[src/rtl/exec_output_rr_arbiter.sv]
// -----------------------------------------------------------------------------
// exec_output_rr_arbiter
//
// Collects results from NUM_UNITS execution units and forwards one result per
// cycle to the memory stage. Units are served in fair round-robin order. The
// selected result is captured in a single registered output stage that uses a
// valid/ready handshake. A flush discards the buffered result.
//
// Ports
//   clk_i              clock; all state updates on the rising edge
//   reset_i            asynchronous active-high reset
//   valid_i            per-unit "result pending"
//   executeVal_i       per-unit result value        [NUM_UNITS][DATA_W]
//   executeCommands_i  per-unit command             [NUM_UNITS][CMD_W]
//   executeTag_i       per-unit ROB tag             [NUM_UNITS][ROBsizeLog]
//   executeFlags_i     per-unit flags               [NUM_UNITS][FLAG_W]
//   canGo_o            one-hot grant; that unit's result is consumed this cycle
//   flush_i            drop the buffered result and block grants this cycle
//   ready_i            memory stage accepts the output this cycle
//   valid_o            output register holds a valid result
//   dataToMem_o        buffered value
//   commandsToMem_o    buffered command
//   tagToMem_o         buffered ROB tag
//   flagsToMem_o       buffered flags
// -----------------------------------------------------------------------------
module exec_output_rr_arbiter #(
  parameter int unsigned NUM_UNITS  = 4,
  parameter int unsigned DATA_W     = 64,
  parameter int unsigned CMD_W      = 10,
  parameter int unsigned FLAG_W     = 4,
  parameter int unsigned ROBsize    = 8,
  parameter int unsigned ROBsizeLog = $clog2(ROBsize + 1)
) (
  input  logic                                  clk_i,
  input  logic                                  reset_i,
  input  logic [NUM_UNITS-1:0]                  valid_i,
  input  logic [NUM_UNITS-1:0][DATA_W-1:0]      executeVal_i,
  input  logic [NUM_UNITS-1:0][CMD_W-1:0]       executeCommands_i,
  input  logic [NUM_UNITS-1:0][ROBsizeLog-1:0]  executeTag_i,
  input  logic [NUM_UNITS-1:0][FLAG_W-1:0]      executeFlags_i,
  output logic [NUM_UNITS-1:0]                  canGo_o,
  input  logic                                  flush_i,
  input  logic                                  ready_i,
  output logic                                  valid_o,
  output logic [DATA_W-1:0]                     dataToMem_o,
  output logic [CMD_W-1:0]                      commandsToMem_o,
  output logic [ROBsizeLog-1:0]                 tagToMem_o,
  output logic [FLAG_W-1:0]                     flagsToMem_o
);

  localparam int unsigned RR_W = $clog2(NUM_UNITS);

  // The tag width must be derived from the ROB depth; a mismatched override
  // would silently truncate or pad tags, so refuse to elaborate.
  if (ROBsizeLog != $clog2(ROBsize + 1)) begin : g_tag_width_check
    $error("exec_output_rr_arbiter: ROBsizeLog does not match ROBsize");
  end

  if (NUM_UNITS < 2) begin : g_num_units_check
    $error("exec_output_rr_arbiter: NUM_UNITS must be at least 2");
  end

  logic [RR_W-1:0] rr_q;
  logic [RR_W-1:0] rr_d;
  logic [RR_W-1:0] grant_idx;
  logic            grant_found;
  logic            accept;
  logic            grant_en;
  int unsigned     search_idx;

  // The output register can take a new result when empty or being drained.
  assign accept = !valid_o || ready_i;

  // Round-robin search starting at rr_q. NUM_UNITS need not be a power of
  // two, so the wrap is an explicit subtract instead of bit truncation.
  always_comb begin
    grant_found = 1'b0;
    grant_idx   = '0;
    search_idx  = 0;
    for (int unsigned off = 0; off < NUM_UNITS; off++) begin
      search_idx = 32'(rr_q) + off;
      if (search_idx >= NUM_UNITS) begin
        search_idx = search_idx - NUM_UNITS;
      end
      if (!grant_found && valid_i[search_idx]) begin
        grant_found = 1'b1;
        grant_idx   = search_idx[RR_W-1:0];
      end
    end
  end

  // Grants are suppressed while reset is held so no unit believes its result
  // was consumed by a register that is being cleared.
  assign grant_en = accept && !flush_i && grant_found && !reset_i;

  always_comb begin
    canGo_o = '0;
    if (grant_en) begin
      canGo_o = NUM_UNITS'(1) << grant_idx;
    end
  end

  always_comb begin
    rr_d = rr_q;
    if (grant_en) begin
      rr_d = (grant_idx == RR_W'(NUM_UNITS - 1)) ? '0 : grant_idx + 1'b1;
    end
  end

  always_ff @(posedge clk_i or posedge reset_i) begin
    if (reset_i) begin
      rr_q <= '0;
    end else begin
      rr_q <= rr_d;
    end
  end

  always_ff @(posedge clk_i or posedge reset_i) begin
    if (reset_i) begin
      valid_o <= 1'b0;
    end else if (flush_i) begin
      valid_o <= 1'b0;
    end else if (grant_en) begin
      valid_o <= 1'b1;
    end else if (ready_i) begin
      valid_o <= 1'b0;
    end
  end

  // Payload only changes on a grant, so it stays stable under backpressure
  // and keeps the last value once drained.
  always_ff @(posedge clk_i or posedge reset_i) begin
    if (reset_i) begin
      dataToMem_o     <= '0;
      commandsToMem_o <= '0;
      tagToMem_o      <= '0;
      flagsToMem_o    <= '0;
    end else if (grant_en) begin
      dataToMem_o     <= executeVal_i[grant_idx];
      commandsToMem_o <= executeCommands_i[grant_idx];
      tagToMem_o      <= executeTag_i[grant_idx];
      flagsToMem_o    <= executeFlags_i[grant_idx];
    end
  end

endmodule
[config.mk]
export PLATFORM = sky130hd
export DESIGN_NAME = exec_output_rr_arbiter
export DESIGN_NICKNAME = d
export VERILOG_FILES = /design/src/rtl/exec_output_rr_arbiter.sv
export SDC_FILE = /design/constraint.sdc
export NUM_CORES = 1
export LEC_CHECK = 0
export BUFFER_PORTS_ARGS = -buffer_cell sky130_fd_sc_hd__buf_2
export CAP_MARGIN = 20
export CORE_AREA = 5 5 162 164
export DETAILED_ROUTE_END_ITERATION = 10
export DIE_AREA = 0 0 167 169
export SETUP_SLACK_MARGIN = 0.4
export SLEW_MARGIN = 30
export SYNTH_ARGS = -nofsm -noshare
export SYNTH_HDL_FRONTEND = slang
export SYNTH_SLANG_ARGS = --single-unit
[constraint.sdc]
create_clock -name clk_i -period 5 [get_ports clk_i]
set_input_delay 1.5 -clock clk_i [delete_from_list [all_inputs] [get_ports clk_i]]
set_output_delay 1.5 -clock clk_i [all_outputs]
set_load 0.05 [all_outputs]
==> qor.csv <==
metric,value,unit
core_area,24750,um2
n_fill_cell,2658,
synth_cell_type_count,34,
synth-edff-count,0,
arrival,2.71,ns
avgSynthCellArea,8.714,um2
dieArea,28220,um2
crit_family,simple AND/OR/NAND/NOR gates,
viasPerCell,5.262,
power.switching,0.002028,W
p_per_area,483.0,nW/um2
worstPathMaxFanout,9,
final_cell_count_no_fill,1319,
hold_viol,0,
pwr-share-seq,26.6,%
setup-violations-final,0,
yosys.area.top_type_share,39.24,%
yosysSeqAreaShare,39.24,%
grt_pass1_vias,6987,
drt-initial-drc-count,443,
grt_pass1_wl,40.14,mm
die_width,167,um
worstSetupEndpointType,output pin,
gp_congestion,0.9392,
synth_fp_nets,958,
p_int,0.001846,W
area_growth,47.99,%
synth_flop_cell,dfrtp_1,
drc,0,
hp-class,reg -> reg,
grt.total_usage,17.74,%
startpoint_type,input port,
start_util,21.90,%
ctsResizeCount,0,
crit_chain,buf_2 > or2_4 > a221o_1 > nor2_1 > buf_12,
ios,423,
root_buffer,clkbuf_16,
yosysWarningCount,0,
std_cell_rows,58,
fin_util,32.41,%
wl_per_cell,20.14,um
rsz0062_at_grt,no,
cts_buffer_depth,2,
detail-route-antenna-nets,0,
hold_buffers,0,
critPathKind,in -> out,
clk_pin_slew_worst_paths,0.07,ns
max_freq,237.5,MHz
tightest_slew,0.9681,ns
first_pass_iters,5,
hpwl,18.90,mm
maxCapViolCount,0,
cts.sinks,85,
port_buffers,422,
syn_inst,622,
irDropWorstVdd,0.1944,mV
drive_gt1_share,46.96,%
post-route-period-util,84.23,%
cts_setup_buffers,0,
numCtsBuffers,9,
ys_seq_elements,85,
slowest_stage,a221o_1,
final_nets,1319,
htreeDepth,3,
pwr-share-comb,54.9,%
dp_cells,1302,
layout_commonest_cell,buf_2,
layout_common_cells,"419 x buf_2, 86 x nor2_1, 85 x a21oi_1, 85 x dfrtp_1, 83 x a31oi_1",
vias,6940,
hold_ws,0.5417,ns
switching_share,52.36,%
slowest_delay,0.32,ns
fin_worst_skew,0.007049,ns
grt-ovfl-total,0,
fin_crit,4.211,ns
grt_max_degree,85,
synth_top_cell_by_area,dfrtp_1,
syn_area,5420,um2
worstSkewPairLatency,0.34,ns
wl,26.57,mm
die_h,169,um
async_reset_ff_share,100.0,%
dp_slack,0.7883,ns
antenna_found_initial,1,
p_clk_share,18.5,%
power.leakage,3.480,nW
fin_setup_tns,0,ns
cts_tree,yes,
timing.final.max_slew_violations,0,
required,3.50,ns
setup_ws,0.7887,ns
cp_num_buf_inv,2,
outcome,"complete, no violations",
relSlewSlack,35.46,%
synth_area_leaders,"dfrtp_1 39%, a32oi_1 13%, o211ai_1 11%",
registers in the layout (all words and copies together), names as in the netlist:
name             cells
valid_o              1
dataToMem_o         64
commandsToMem_o     10
rr_q                 2
flagsToMem_o         4
tagToMem_o           4
synthesized netlist by cell type, types with 2 or more instances:
library cell and number:
a21oi_1 87, nor2_1 86, dfrtp_1 85, a31oi_1 83, a32oi_1 82, o211ai_1 82
clkbuf_1 39, buf_2 28, buf_6 10, buf_1 5, inv_1 4, o21ai_0 4
nand2b_1 3, clkbuf_2 2, nor2b_1 2, nor4_2 2
worst register-to-register path, cell delays in order (launching register included):
cell and delay (ns):
dfrtp_1 0.48, inv_1 0.24, a311o_2 0.22, buf_4 0.39
buf_4 0.53, a21oi_1 0.19, a31oi_1 0.26
power groups by stage:
stage | clock [W] | combinational [W] | sequential (W)
final | 0.000716 | 0.00213 | 0.00103
after global routing | 0.000771 | 0.00225 | 0.00106
after CTS | 0.000745 | 0.00215 | 0.00103
after detailed placement | 0 | 0.00215 | 0.00104
after global placement | 0 | 0.00214 | 0.00104
after floorplan | 0 | 0.000808 | 0.00175
cell type report:
type	instances	area (um2)	share of cell area, %
inverters	4	20.02	0.2496
well taps	330	412.9	5.147
clock buffers	11	242.7	3.026
diodes	1	2.502	0.03120
repair buffers	435	2258	28.15
flip-flops and latches	85	2127	26.52
clock inverters	5	60.06	0.7487
multi-input cells	448	2898	36.13
worst paths after layout:
check | from | to | slack [ns] | depth (start not counted)
min in group asynchronous | reset_i | dataToMem_o[12] | 1.33 | 2
max in group asynchronous | reset_i | dataToMem_o[36] | 2.95 | 3
setup / recovery | valid_i[3] | canGo_o[1] | 0.79 | 5
hold reg to reg | dataToMem_o[16] | dataToMem_o[16] | 0.54 | 2
hold / removal | dataToMem_o[16] | dataToMem_o[16] | 0.54 | 2
setup reg to reg | rr_q[0] | commandsToMem_o[9] | 2.59 | 6
routing by layer:
layer / routed length, um / track usage, % / vias to the layer above
met4: 918 / 6.759 / 0
met1: 10280 / 21.36 / 3305
li1: - / - / 3219
met5: 0 / 0 / -
met3: 2198 / 4.671 / 45
met2: 13170 / 30.42 / 371
through the flow:
stage / cell area [um2] / power (W)
after floorplan: 5420 / 0.002557
after CTS: 8016 / 0.003924
after global placement: 7710 / 0.003172
after global routing: 8019 / 0.004084
after detailed placement: 7714 / 0.003190
final: 8021 / 0.003874
cells by family after synthesis:
family	after synthesis	synth area share, %
AO/OA/AOI/OAI	345	44.16
buffers and inverters	89	8.310
flip-flops	85	39.24
AND/OR/NAND/NOR	103	8.287
Power figures use the tool's default switching activity.
